## src/rtl/mp_evb_queue.sv

```systemverilog
// mp_evb_queue: management-bus (EVB) access unit for the execute stage.
// Writes are posted into a DEPTH-entry in-order queue. Reads stall the pipeline
// until they write back. A per-transaction watchdog turns a hung bus access into
// an err pulse and, for reads, a forced all-ones writeback.
//
// Ports
//   sysclk, sys_setn       clock, synchronous active-low reset
//   issue/rwn/tag2/sel     access request from issue (tag2: 0=W, 1=H, 2=L)
//   addr_in/data_in        register address and write data
//   stall                  pipeline hold (queue full or read outstanding)
//   wb/wb32/wb_data        read writeback pulse, width flag, result
//   err/err_addr           timeout abort pulse and the aborted address
//   mgmt_*                 management bus request/response
module mp_evb_queue #(
  parameter int unsigned AW      = 13,
  parameter int unsigned DEPTH   = 4,
  parameter int unsigned TIMEOUT = 255
) (
  input  logic          sysclk,
  input  logic          sys_setn,
  input  logic          issue,
  input  logic          rwn,
  input  logic [1:0]    tag2,
  input  logic          sel,
  input  logic [AW-1:0] addr_in,
  input  logic [31:0]   data_in,
  output logic          stall,
  output logic          wb,
  output logic          wb32,
  output logic [31:0]   wb_data,
  output logic          err,
  output logic [31:0]   err_addr,
  output logic          mgmt_req,
  output logic [31:0]   mgmt_adr,
  input  logic          mgmt_ack,
  output logic          mgmt_rwn,
  output logic [1:0]    mgmt_wen,
  output logic [31:0]   mgmt_txd,
  input  logic          mgmt_rxe,
  input  logic [31:0]   mgmt_rxd
);

  localparam int unsigned PW = (DEPTH > 1) ? $clog2(DEPTH) : 1;
  localparam int unsigned CW = $clog2(DEPTH + 1);
  localparam int unsigned TW = $clog2(TIMEOUT + 1);

  localparam logic [1:0] TAG_H = 2'd1;
  localparam logic [1:0] TAG_L = 2'd2;

  typedef enum logic [1:0] {
    ST_IDLE = 2'd0,
    ST_REQ  = 2'd1,
    ST_WAIT = 2'd2
  } state_t;

  // Queue storage
  logic          r_q_rwn  [DEPTH];
  logic [1:0]    r_q_wen  [DEPTH];
  logic [1:0]    r_q_tag  [DEPTH];
  logic [AW-1:0] r_q_addr [DEPTH];
  logic [31:0]   r_q_txd  [DEPTH];

  logic [PW-1:0] r_wptr;
  logic [PW-1:0] r_rptr;
  logic [CW-1:0] r_count;
  logic          r_rd_pend;
  logic          r_stall;

  state_t        r_state;
  logic [TW-1:0] r_tmo;
  logic          r_wb;
  logic          r_wb32;
  logic [31:0]   r_wb_data;
  logic          r_err;
  logic [31:0]   r_err_addr;
  logic          r_mgmt_req;
  logic [31:0]   r_mgmt_adr;
  logic          r_mgmt_rwn;
  logic [1:0]    r_mgmt_wen;
  logic [31:0]   r_mgmt_txd;

  logic [15:0]   w_half;
  logic [1:0]    w_wen;
  logic [31:0]   w_txd;
  logic          w_enq;
  logic          w_h_rwn;
  logic [1:0]    w_h_tag;
  logic [AW-1:0] w_h_addr;
  logic          w_h_is32;
  logic [31:0]   w_h_rdfmt;
  logic          w_busy;
  logic          w_abort;
  logic          w_done;
  logic          w_pop;
  logic [CW-1:0] w_count_nxt;
  logic          w_rd_pend_nxt;

  assign stall    = r_stall;
  assign wb       = r_wb;
  assign wb32     = r_wb32;
  assign wb_data  = r_wb_data;
  assign err      = r_err;
  assign err_addr = r_err_addr;
  assign mgmt_req = r_mgmt_req;
  assign mgmt_adr = r_mgmt_adr;
  assign mgmt_rwn = r_mgmt_rwn;
  assign mgmt_wen = r_mgmt_wen;
  assign mgmt_txd = r_mgmt_txd;

  // Lane enables and write-data placement for a new entry
  always_comb begin
    w_half = sel ? data_in[31:16] : data_in[15:0];
    w_wen  = 2'b11;
    w_txd  = data_in;
    case (tag2)
      TAG_H: begin
        w_wen = 2'b10;
        w_txd = {w_half, 16'h0000};
      end
      TAG_L: begin
        w_wen = 2'b01;
        w_txd = {16'h0000, w_half};
      end
      default: ;
    endcase
  end

  assign w_enq    = issue & ~r_stall;
  assign w_h_rwn  = r_q_rwn[r_rptr];
  assign w_h_tag  = r_q_tag[r_rptr];
  assign w_h_addr = r_q_addr[r_rptr];
  assign w_h_is32 = (w_h_tag != TAG_H) && (w_h_tag != TAG_L);

  // Read result formatting: H replicates the upper halfword
  assign w_h_rdfmt = (w_h_tag == TAG_H) ? {mgmt_rxd[31:16], mgmt_rxd[31:16]} : mgmt_rxd;

  // Abort wins over any ack/rxe arriving in the same cycle
  assign w_busy  = (r_state == ST_REQ) || (r_state == ST_WAIT);
  assign w_abort = w_busy && (r_tmo == TW'(TIMEOUT - 1));
  assign w_done  = !w_abort &&
                   (((r_state == ST_REQ) && mgmt_ack && (!w_h_rwn || mgmt_rxe)) ||
                    ((r_state == ST_WAIT) && mgmt_rxe));
  assign w_pop   = w_abort | w_done;

  assign w_count_nxt   = r_count + CW'(w_enq) - CW'(w_pop);
  assign w_rd_pend_nxt = (w_enq && rwn) ? 1'b1 :
                         (w_pop && w_h_rwn) ? 1'b0 : r_rd_pend;

  // Queue storage write port
  always_ff @(posedge sysclk) begin
    if (w_enq) begin
      r_q_rwn[r_wptr]  <= rwn;
      r_q_wen[r_wptr]  <= w_wen;
      r_q_tag[r_wptr]  <= tag2;
      r_q_addr[r_wptr] <= addr_in;
      r_q_txd[r_wptr]  <= w_txd;
    end
  end

  // Queue pointers, occupancy and pipeline stall
  always_ff @(posedge sysclk) begin
    if (!sys_setn) begin
      r_wptr    <= '0;
      r_rptr    <= '0;
      r_count   <= '0;
      r_rd_pend <= 1'b0;
      r_stall   <= 1'b0;
    end else begin
      if (w_enq) r_wptr <= r_wptr + PW'(1);
      if (w_pop) r_rptr <= r_rptr + PW'(1);
      r_count   <= w_count_nxt;
      r_rd_pend <= w_rd_pend_nxt;
      r_stall   <= (w_count_nxt == CW'(DEPTH)) | w_rd_pend_nxt;
    end
  end

  // Bus FSM with watchdog, writeback and error reporting
  always_ff @(posedge sysclk) begin
    if (!sys_setn) begin
      r_state    <= ST_IDLE;
      r_tmo      <= '0;
      r_wb       <= 1'b0;
      r_wb32     <= 1'b0;
      r_wb_data  <= '0;
      r_err      <= 1'b0;
      r_err_addr <= '0;
      r_mgmt_req <= 1'b0;
      r_mgmt_adr <= '0;
      r_mgmt_rwn <= 1'b0;
      r_mgmt_wen <= '0;
      r_mgmt_txd <= '0;
    end else begin
      r_wb  <= 1'b0;
      r_err <= 1'b0;
      case (r_state)
        ST_IDLE: begin
          if (r_count != '0) begin
            r_state    <= ST_REQ;
            r_tmo      <= '0;
            r_mgmt_req <= 1'b1;
            r_mgmt_adr <= 32'(w_h_addr);
            r_mgmt_rwn <= w_h_rwn;
            r_mgmt_wen <= r_q_wen[r_rptr];
            r_mgmt_txd <= r_q_txd[r_rptr];
          end
        end
        ST_REQ, ST_WAIT: begin
          r_tmo <= r_tmo + TW'(1);
          if (w_abort || w_done || mgmt_ack) begin
            // Bus fields return to zero whenever the request phase ends
            r_mgmt_req <= 1'b0;
            r_mgmt_adr <= '0;
            r_mgmt_rwn <= 1'b0;
            r_mgmt_wen <= '0;
            r_mgmt_txd <= '0;
          end
          if (w_abort) begin
            r_state    <= ST_IDLE;
            r_err      <= 1'b1;
            r_err_addr <= 32'(w_h_addr);
            if (w_h_rwn) begin
              r_wb      <= 1'b1;
              r_wb_data <= 32'hFFFF_FFFF;
              r_wb32    <= w_h_is32;
            end
          end else if (w_done) begin
            r_state <= ST_IDLE;
            if (w_h_rwn) begin
              r_wb      <= 1'b1;
              r_wb_data <= w_h_rdfmt;
              r_wb32    <= w_h_is32;
            end
          end else if ((r_state == ST_REQ) && mgmt_ack) begin
            r_state <= ST_WAIT;
          end
        end
        default: r_state <= ST_IDLE;
      endcase
    end
  end

endmodule

```

## config.mk

```make
export PLATFORM = sky130hd
export DESIGN_NAME = mp_evb_queue
export DESIGN_NICKNAME = d
export VERILOG_FILES = /design/src/rtl/mp_evb_queue.sv
export SDC_FILE = /design/constraint.sdc
export NUM_CORES = 1
export LEC_CHECK = 0
export ABC_AREA = 1
export CORE_ASPECT_RATIO = 0.5
export CORE_MARGIN = 2
export CORE_UTILIZATION = 35
export CTS_BUF_LIST = sky130_fd_sc_hd__clkbuf_2
export DETAILED_ROUTE_END_ITERATION = 8
export GPL_TIMING_DRIVEN = 0
export SYNTH_ARGS = -nofsm -noshare
export SYNTH_HDL_FRONTEND = slang
export SYNTH_SLANG_ARGS = --single-unit
```

## constraint.sdc

```tcl
create_clock -name sysclk -period 4.03 [get_ports sysclk]
set_clock_uncertainty 0.05 [all_clocks]
set_input_delay 0.806 -clock sysclk [delete_from_list [all_inputs] [get_ports sysclk]]
set_output_delay 0.806 -clock sysclk [all_outputs]
set_load 0.02 [all_outputs]
```

# Yosys cells after proc, flatten, opt, wreduce, memory -nomap -nowiden
# Memory sizes are Yosys's and may differ from the RTL's. A register that Yosys moved wholly into a read port is not among the register bits.
# Index checks and enable logic that the tools add are counted.
# op_classes
shifts	0
eq_ne	14
bitwise_logic	4
n_mux	49
magnitude_cmp	0
div	0
reduce_logical	27
n_addsub	5
n_mul	0
# op_table
operator	n
2-to-1 mux 32 bit	7
one-hot mux 32 bit (2 select lines)	3
2-to-1 mux 16 bit	2
2-to-1 mux 2 bit	16
one-hot mux 8 bit (2 select lines)	1
2-to-1 mux 1 bit	14
one-hot mux 2 bit (2 select lines)	3
!= test 2 bit, second input constant	5
AND reduction 2 bit	5
adder 8 x 1 -> 8 bit, second input constant	1
== test 8 bit, second input constant	1
logical AND 1 bit	8
2-to-1 mux 8 bit	1
== test 2 x 1 -> 1 bit, second input constant	3
logical OR 1 bit	5
adder 2 x 1 -> 2 bit, second input constant	2
== test 2 bit, second input constant	2
!= test 4 bit, second input constant	1
one-hot mux 1 bit (2 select lines)	2
AND reduction 4 bit	1
nonzero test 2 bit	2
adder 3 x 1 -> 3 bit	1
== test 3 bit, second input constant	1
AND reduction 3 bit	1
other kinds (9)	11
# totals
memories	5
elab_cells	121
mem_bits_rw	200
latch_bits	0
rom_bits	0
register_bits	135
output_inout_bits	136
# memory_table
memory	depth	word_bits	rd	rd_ports_with_merged_regs	write_ports	line	rtl
r_q_txd	4	32	1	1	1	61	logic [31:0] r_q_txd [DEPTH];
r_q_addr	4	13	1	1	1	60	logic [AW-1:0] r_q_addr [DEPTH];
r_q_tag	4	2	1	1	1	59	logic [1:0] r_q_tag [DEPTH];
r_q_wen	4	2	1	1	1	58	logic [1:0] r_q_wen [DEPTH];
r_q_rwn	4	1	1	1	1	57	logic r_q_rwn [DEPTH];

# Logic depth before layout (Yosys ltp)
# Gate-level depths: netlist of run 1.
# depth
ltp_word	10
mapped_depth	16
mapped_depth_nobuf	16

# Least setup slack after synthesis of run 1
# No wires, ideal clock.
# synth_timing
kind	input port to flip-flop
startpoint	input port issue
endpoint	memory r_q_addr[0][0] (enable)
path_stages	4
arrival_ns	3.271
slack_ns	0.251
n_path_buf	0
cell_sequence	inv_1 > nor2_1 > clkinv_1 > nor2_1
# synth_between
elab_chain_cells	3
# synth_lines
item	line	rtl
from (decl)	21	input logic issue,
bitwise AND 1 bit	128	assign w_enq = issue & ~r_stall;
2-to-1 mux 1 bit	151	if (w_enq) begin
2-to-1 mux 1 bit (not written as such)	155	r_q_addr[r_wptr] <= addr_in;
to (decl)	60	
# Every way passes these cells.

==> results.md, run 1 <==
* Number of synthesized register bits at 318
* Count of input and output buffers at 183
* Skew-Pair Late Insertion Delay at 0.92 ns
* Area of the core at 0.0360 mm2
* Pwr Total at about 9.9 mW
* Net switching power at ~3.7 mW
* Status: completed
* Count leader, synth: nor2_1
* Final Cycle Share at 80.5%
* P_leak at a little over 6 nW
* Max-slew violation count at 0
* Startpoint Class: register
* Wire per inst at 17.2 um
* Min Clock Period, post-route at 3.24 ns
* Vias in the first global route at approximately 9600
* Global-route wire length before repair at 54400 um
* Crit-path slowest cell: clkbuf_1
* Crit-path max FO at 10
* Worst-path cell chain: inv_2 -> buf_2 -> clkbuf_1 -> nand2_1 -> a32o_1 -> ha_1 -> clkbuf_1 -> inv_1 -> clkbuf_1 -> nor2_1 -> o21ai_0 -> nor2_1 -> nor2_1
* Hold Violations, Final at 0
* Worst Setup End Kind: register
* Routed Antenna Nets at 0
* Congestion Overflow GR at 0
* Commonest cells post-synth: nor2_1 (211), edfxtp_1 (200), nand2_1 (178), o21ai_0 (168), dfxtp_1 (118)
* Async SR Flop Fraction at 0%
* Vias per inst at 4.77
* Starting density of the core at 35.6%
* Post-route setup TNS at 0 ns
* I/O pin cnt at 222
* Chip Width at approximately 270 um
* Post-route insts no fill at 2105
* CTS tree: built
* Ranking of synthesized cells by area: edfxtp_1 (47%), dfxtp_1 (18%), o21ai_0 (6.5%)
* CTS resizes at 0
* Distinct cells, synth at 36
* Post-synth top area cell: edfxtp_1
* Die H at roughly 140 um
* Mean Syn Cell Area at 10.2 um2
* Clock tree buffer depth at 3
* DR vias at 10000
* Detail Placement HPWL at roughly 25000 um
* Remaining DRCs at 0
* Filler cells at approximately 3500
* Net Sw Frac at a little under two fifths
* FP Rows at 49
* Hold_ws at 0.415 ns
* Combinational Power Share at between 30 and 40%
* Hold buffers post-CTS at 0
* Dpl cells at 1969
* CTS Buf Count at 74
* Worst VDD drop at 0.265 mV
* YS warnings at 0
* Hold Crit Class: reg2reg
* Critical path data required time at between 4 and 5 ns
* Mapped cell area at 0.0128 mm2
* Final setup viols at 0
* CP Buf/Inv Count at 6
* Initial antenna violation count at 2
* Nets at 1662
* Global placement routability congestion at 0.824
* Finished Core Util at 45.3%
* Worst path top cell family by delay: buffers and inverters
* Worst-path clk slew at 0.10 ns
* Sequential Power Share at 42.9%
* Largest net degree at the start of global routing at 27
* Unrepaired setup endpoints after global routing: no
* Cell Pwr Density at 608 mW/mm2
* Max_slew headroom at 38.3%
* Post-synth EDFFs at 200
* Routed Wire Length at between 30000 and 40000 um
* Worst EP arrival at ~4 ns
* Initial DRC Count at 749
* Crit Path Class: reg2reg
* CTS H-tree depth at 3
* Top cell type's share of synthesized area at 46.7%
* Share of cells above drive strength 1 at 12.9%
* Clock group share of total power at 21.7%
* Max cap viols at 0
* Post-CTS setup buffer count at 0
* Fmax at 308 MHz
* DIE AREA at 0.0384 mm2
* Clk sink count at 318
* Main flop type after synthesis: edfxtp_1
* Area grow syn2layout at 27.0%
* Post-Synthesis Cells at between 1000 and 1500
* GRT Resource Usage Total at 18.7%
* CTS root buffer: clkbuf_2
* Worst-margin pin slew at roughly 0.9 ns
* P_int at roughly 6.2 mW
* DR pass1 iterations at 5
* Sequential area share after synthesis at around 65%
* Max incr delay on CP at approximately 0.43 ns
[cells in the final DEF (no fill, tap or decap), drive strengths merged]
| cell type | n |
|---|---|
| a211oi | 1 |
| a21oi | 74 |
| a22o | 1 |
| a32o | 1 |
| and3 | 1 |
| buf | 68 |
| bufinv | 2 |
| clkbuf | 167 |
| clkdlybuf4s50 | 183 |
| clkinv | 16 |
| clkinvlp | 1 |
| conb | 38 |
| dfxtp | 118 |
| diode | 2 |
| edfxtp | 200 |
| fa | 1 |
| ha | 14 |
| inv | 59 |
| nand2 | 182 |
| nand3 | 5 |
| nand4 | 2 |
| nor2 | 214 |
| nor3 | 1 |
| o21a | 2 |
| o21ai | 197 |
| o21bai | 1 |
| o22ai | 64 |
| or2 | 2 |
| xor2 | 4 |
[cell families after synthesis]
family	count (synthesis)	synth area share, %
buf+inv	172	6.63
flops	318	65.1
xor+xnor	4	0.273
simple gates	407	12.4
fa+ha+maj	15	1.52
compound gates	341	14.1
other cells	1	0.0292
[power by group through the flow]
| stage | Sequential, mW | Clock [mW] | Combinational, mW |
|---|---|---|---|
| floorplan | 4.63 | 0 | 1.72 |
| global placement | 4.36 | 0 | 3.45 |
| detailed placement | 4.33 | 0 | 3.53 |
| CTS | 4.26 | 2.21 | 3.54 |
| global route | 4.31 | 2.37 | 3.84 |
| finish | 4.25 | 2.15 | 3.52 |
[through the flow]
stage	setup WS [ns]	cell area, um2
floorplan	0.251	13000
CTS	0.784	16300
global placement	-2.34	15400
detailed placement	0.331	15600
finish	0.786	16300
global route	0.483	16300
[registers in the layout, summed over array words and instances, names as in the netlist, 8 cells and up, named ones only]
signal	flops
err_addr	13
mgmt_adr	13
mgmt_txd	32
r_q_addr	52
r_q_tag	8
r_q_txd	128
r_q_wen	8
r_tmo	8
wb_data	32
[metal layers]
layer | GRT usage (%) | vias up | part of all wire [%]
met2 | 31.1 | 315 | 49
met5 | 0 | - | 0
met3 | 4.64 | 67 | 6.4
li1 | - | 4897 | -
met4 | 6.88 | 0 | 2.5
met1 | 23.6 | 4768 | 43
[worst paths after layout]
check                           slack, ns  cells after the start           end    startpoint
worst min register to register       0.42                      2  mgmt_adr[11]  mgmt_adr[11]
worst max-delay path                 0.79                     13    wb_data[5]      register
worst max register to register       0.79                     13    wb_data[5]      register
worst min-delay path                 0.42                      2  mgmt_adr[11]  mgmt_adr[11]
[cell type report]
class	instances	area, um2	share of cell area, %
inverters	59	221	1.36
plain buffers	113	631	3.86
diodes	2	5.00	0.0307
flip-flops and latches	318	8370	51.3
clock inverters	19	129	0.790
clock buffers	115	576	3.53
multi-input cells	805	3800	23.3
repair buffers	190	1990	12.2
well taps	484	606	3.71
[worst register-to-register path, cell delays in order (launching register included)]
cell      delay (ns)
dfxtp_1         0.33
inv_2           0.19
buf_2           0.30
clkbuf_1        0.43
nand2_1         0.12
a32o_1          0.25
ha_1            0.18
clkbuf_1        0.21
inv_1           0.23
clkbuf_1        0.43
nor2_1          0.07
o21ai_0         0.21
nor2_1          0.08
nor2_1          0.09
No activity file was read; power rests on OpenSTA's default activity.
==> run 2, diff against run 1 <==
Clock period 4.03 ns to 2.9 ns, I/O delays scaled along.
==> run 2 against run 1 <==
Against the previous run: clock-buffer cell count unchanged; first-iteration DRC count shrank 8.4%; worst hold slack lost 0.18 ns; critical path depth is 3 higher; combinational power rose by 40%; maximum frequency is 23% higher; power is 39% higher; final cell count is essentially flat; critical endpoint is now stall; highest routed layer unchanged.
==> results.md, run 2 (synthesized netlist as in run 1, its figures left out) <==
* Cell Pwr Density at 845 mW/mm2
* FP Rows at 49
* Hold Violations, Final at 0
* CTS tree: built
* Unrepaired setup endpoints after global routing: no
* Max cap viols at 0
* Area of the core at 0.0360 mm2
* Fmax at roughly 380 MHz
* Initial antenna violation count at 2
* Critical path launch point: r_state[1]
* Remaining DRCs at 0
* Max-slew violation count at 0
* CTS root buffer: clkbuf_2
* CTS H-tree depth at 3
* DR pass1 iterations at 5
* Die H at 139 um
* Worst-path clk slew at 0.11 ns
* DIE AREA at about 0.038 mm2
* Worst-margin pin slew at between 0.9 and 1 ns
* Worst Setup End Kind: register
* Worst r2r dst: stall
* Share of cells above drive strength 1 at 13.8%
* Final setup viols at 0
* Finished Core Util at 45.4%
* Hold buffers post-CTS at 0
* I/O pin cnt at 222
* Post-route setup TNS at 0 ns
* Skew-Pair Late Insertion Delay at 0.93 ns
* Largest net degree at the start of global routing at 27
* Congestion Overflow GR at 0
* R2R setup slack at 0.26 ns
* Area of the multi-input gates at 0.00382 mm2
* Startpoint Class: register
* Reg area at about 0.0084 mm2
* Nets at roughly 1700
* P_leak at around 6.2 nW
* Crit Path Class: reg2reg
* Routed Wire Length at 36100 um
* Worst Reg2Reg Path Length in Cells at 16
* CTS Buf Count at 74
* Detail Placement HPWL at 25300 um
* Count of input and output buffers at 183
* GRT Resource Usage Total at 18.7%
* Global placement routability congestion at 0.824
* Global-route wire length before repair at 54300 um
* Worst VDD drop at between 0.3 and 0.4 mV
* Vias per inst at 4.74
* Max reg flops at 128
* Area grow syn2layout at 27.4%
* Commonest non-fill, non-tap cell in the layout: nor2_1
* Status: completed
* Vias in the first global route at between 9000 and 10000
* Routed Antenna Nets at 0
* Critical path data required time at about 3.7 ns
* Worst r2r src: r_state[1]
* Final Cycle Share at approximately 90%
* Wire per inst at 17.1 um
* Top reg by flops: r_q_txd
* Largest registers: r_q_txd x128, r_q_addr x52
* Filler cells at 3448
* Crit-path max FO at 6
* Setup crit end: stall
* Most frequent cells in the layout: nor2_1 (207), edfxtp_1 (200), clkdlybuf4s50_1 (183)
* Pre-CTS WS at -0.573 ns
* Worst EP arrival at between 3 and 4 ns
* Chip Width at approximately 270 um
* Final setup margin at 0.256 ns
* Min Clock Period, post-route at 2.64 ns
* Max_slew headroom at 38.5%
* Starting density of the core at 35.6%
* Hold Crit Class: in2reg
* Clock tree buffer depth at 3
* DR vias at 9971
* Pwr Total at between 10 and 15 mW
* Initial DRC Count at slightly below 700
* Clk sink count at 318
## run 2: worst max-delay path, cell delays in order (launching register included)
cell and delay [ns]:
dfxtp_1 0.33, inv_1 0.13, ha_4 0.24, nand2_1 0.08, nor2_2 0.04, nand2_2 0.08, nand2_2 0.09, inv_2 0.07
nand2_2 0.08, ha_1 0.28, inv_1 0.04, ha_1 0.18, fa_2 0.34, or2_2 0.31, a21oi_2 0.14, nand2_1 0.06
nand2_1 0.07
## run 2: what timing repair did
item	CTS	global route
endpoints found under the setup margin	12	13
resized for setup	3	13
setup buffers	0	2
pin swaps	0	0
## run 2: metal layers
metal  global-route usage, %  up-vias  routed length, um  part of all wire (%)
li1                        -     4903                  -                     -
met1                    23.6     4680              15300                    43
met2                    31.2      321              17600                    49
met3                    4.62       67               2190                   6.1
met4                    6.74        0                938                   2.6
met5                       0        -                  0                     0
## run 2: per-stage QoR
step	cell area [um2]	std cells	hold slack, ns
after floorplan	13000	1295	0.424
after global placement	15400	1962	0.398
after detailed placement	15600	1969	0.403
after CTS	16300	2100	0.122
after global routing	16400	2104	0.139
final	16400	2104	0.237
## run 2: where the power goes
group	switching (mW)	internal [mW]
registers	0.294	5.62
logic	3.14	1.78
clock network	1.77	1.22
total	5.20	8.62
## run 2: how the worst min path moves through the flow
stage	start	endpoint	slack (ns)	cells past startpoint
global placement	wb_data[28]	wb_data[28]	0.40	2
floorplan	r_state[1]	r_state[1]	0.42	2
finish	addr_in[0]	r_q_addr[1][0]	0.24	1
detailed placement	mgmt_adr[11]	mgmt_adr[11]	0.40	2
global route	addr_in[0]	r_q_addr[3][0]	0.14	1
CTS	addr_in[0]	r_q_addr[3][0]	0.12	1
## run 2: final cells by class
| cell class | instances | share of cell area, % |
|---|---|---|
| flip-flops and latches | 318 | 51.2 |
| multi-input cells | 805 | 23.4 |
| repair buffers | 192 | 12.2 |
| plain buffers | 110 | 3.84 |
| well taps | 484 | 3.70 |
| clock buffers | 115 | 3.52 |
| inverters | 59 | 1.38 |
| clock inverters | 19 | 0.788 |
| diodes | 2 | 0.0306 |
==> run 3, diff against run 2 <==
Settings changed: ABC_CLOCK_PERIOD_IN_PS set to 2900, CORE_UTILIZATION 35 to 49, PLACE_DENSITY set to 0.78, TNS_END_PERCENT set to 5.
==> run 3 against run 2 <==
Against the previous run: utilization is 18 points higher; cell area is 1.9% lower; sequential power hardly changed; clock-buffer cell count is 4 lower; setup slack worse by 0.13 ns; register-to-register slack worse by 0.13 ns; largest power group unchanged.
==> results.md, run 3 (synthesized netlist as in run 1, its figures left out) <==
* Status: completed
* Share of cells above drive strength 1 at 13.5%
* Largest net degree at the start of global routing at 30
* Initial antenna violation count at 2
* Filler cells at roughly 2000
* Global-route wire length before repair at 52800 um
* Max-slew violation count at 0
* Hold_ws at just over 0.3 ns
* Vias in the first global route at a little over 10000
* Routed Wire Length at ~34000 um
* Clk sink count at 318
* Startpoint Class: register
* Nets at between 1500 and 2000
* Top reg by flops: r_q_txd
* Crit Path Class: reg2reg
* Worst-path clk slew at 0.13 ns
* Starting density of the core at 50.4%
* Skew-Pair Late Insertion Delay at 0.85 ns
* Cell Pwr Density at 847 mW/mm2
* Clock tree buffer depth at 3
* Die H at 119 um
* Largest registers: r_q_txd x128, r_q_addr x52
* Worst Reg2Reg Path Length in Cells at 16
* Initial DRC Count at 1163
* I/O pin cnt at about 220
* Hold Violations, Final at 0
* Reg area at 0.00837 mm2
* DR pass1 iterations at 6
* Area of the multi-input gates at 0.00382 mm2
* Remaining DRCs at 0
* Routed Antenna Nets at 0
* CTS tree: built
* Worst EP arrival at 3.48 ns
* Wire per inst at 17.7 um
* FP Rows at 41
* Hold depth at 1
* Final Cycle Share at a little over nine tenths
* Most frequent cells in the layout: nor2_1 (207), edfxtp_1 (200), clkdlybuf4s50_1 (183)
* Count of input and output buffers at approximately 180
* Detail Placement HPWL at 24000 um
* P_leak at between 6 and 7 nW
* Commonest non-fill, non-tap cell in the layout: nor2_1
* Max reg flops at roughly 130
* Final setup viols at 0
* DR vias at approximately 10000
* Critical path data required time at between 3 and 4 ns
* Worst-margin pin slew at just under 1 ns
* Crit-path max FO at 6
* CTS Buf Count at 69
* Max cap viols at 0
* Chip Width at about 230 um
* GRT Resource Usage Total at 24.6%
* Hold Crit Class: in2reg
* Worst VDD drop at 0.349 mV
* Min Clock Period, post-route at 2.77 ns
* Area of the core at 0.0255 mm2
* DIE AREA at 0.0276 mm2
* CTS root buffer: clkbuf_2
* Hold buffers post-CTS at 0
* Congestion Overflow GR at 0
* Vias per inst at 5.34
* Post-route setup TNS at 0 ns
* Max_slew headroom at between 30% and 40%
* Worst Setup End Kind: register
* Area grow syn2layout at 24.9%
* Pwr Total at 13.6 mW
* Fmax at 360 MHz
* Unrepaired setup endpoints after global routing: no
* CTS H-tree depth at 3
* Global placement routability congestion at roughly 0.84
[run 3: timing repair]
action | in CTS | in global routing
hold endpoints to repair | 0 | 0
endpoints found under the setup margin | 18 | 11
resized for setup | 5 | 11
setup buffers | 0 | 2
pin swaps | 0 | 1
[run 3: routing by layer]
metal | part of all wire [%] | track usage, % | wire length (um) | vias up
li1 | - | - | - | 4875
met1 | 41 | 32.0 | 14200 | 4901
met2 | 47 | 39.9 | 16100 | 546
met3 | 8.8 | 5.12 | 3040 | 80
met4 | 2.9 | 10.8 | 998 | 0
met5 | 0 | 0 | 0 | -
[run 3: metrics by stage]
stage / instances / cell area (um2) / setup slack, ns / util [%]
5_1_grt: 1947 / 16100 / 0.0101 / 63.0
3_3_place_gp: 1822 / 15200 / -2.81 / 59.8
3_5_place_dp: 1827 / 15400 / -0.569 / 60.4
6_report: 1947 / 16100 / 0.126 / 63.0
2_1_floorplan: 1295 / 13000 / -0.653 / -
4_1_cts: 1943 / 16000 / 0.0184 / 62.8
[run 3: worst paths after layout]
check / startpoint / endpoint / slack, ns
setup / recovery: r_state[1] / stall / 0.13
hold / removal: addr_in[5] / r_q_addr[3][5] / 0.31
setup reg to reg: r_state[1] / stall / 0.13
hold reg to reg: mgmt_txd[6] / mgmt_txd[6] / 0.41
[run 3: cell type report]
type                            instances  area share (%)
Clock buffer                          111            3.46
Multi-Input combinational cell        805            23.8
Inverter                               59            1.38
Sequential cell                       318            52.2
Tap cell                              344            2.68
Antenna cell                            2          0.0312
Timing Repair Buffer                  190            12.2
Buffer                                110            3.91
Clock inverter                          8           0.382
[run 3: worst max-delay path, stage by stage (launching register included)]
cell,delay [ns]
dfxtp_2,0.36
inv_2,0.06
ha_4,0.23
nand2_1,0.09
nor2_2,0.04
nand2_2,0.14
nand2_4,0.09
inv_2,0.07
nand2_2,0.09
ha_1,0.28
inv_1,0.04
ha_1,0.18
fa_1,0.37
or2_2,0.31
a21oi_2,0.15
nand2_1,0.07
nand2_1,0.06
[run 3: power by group]
group	leakage, nW	internal [mW]	switching (mW)
logic	2.82	1.78	3.11
registers	2.81	5.62	0.322
clock network	0.492	1.08	1.68
total	6.11	8.48	5.12
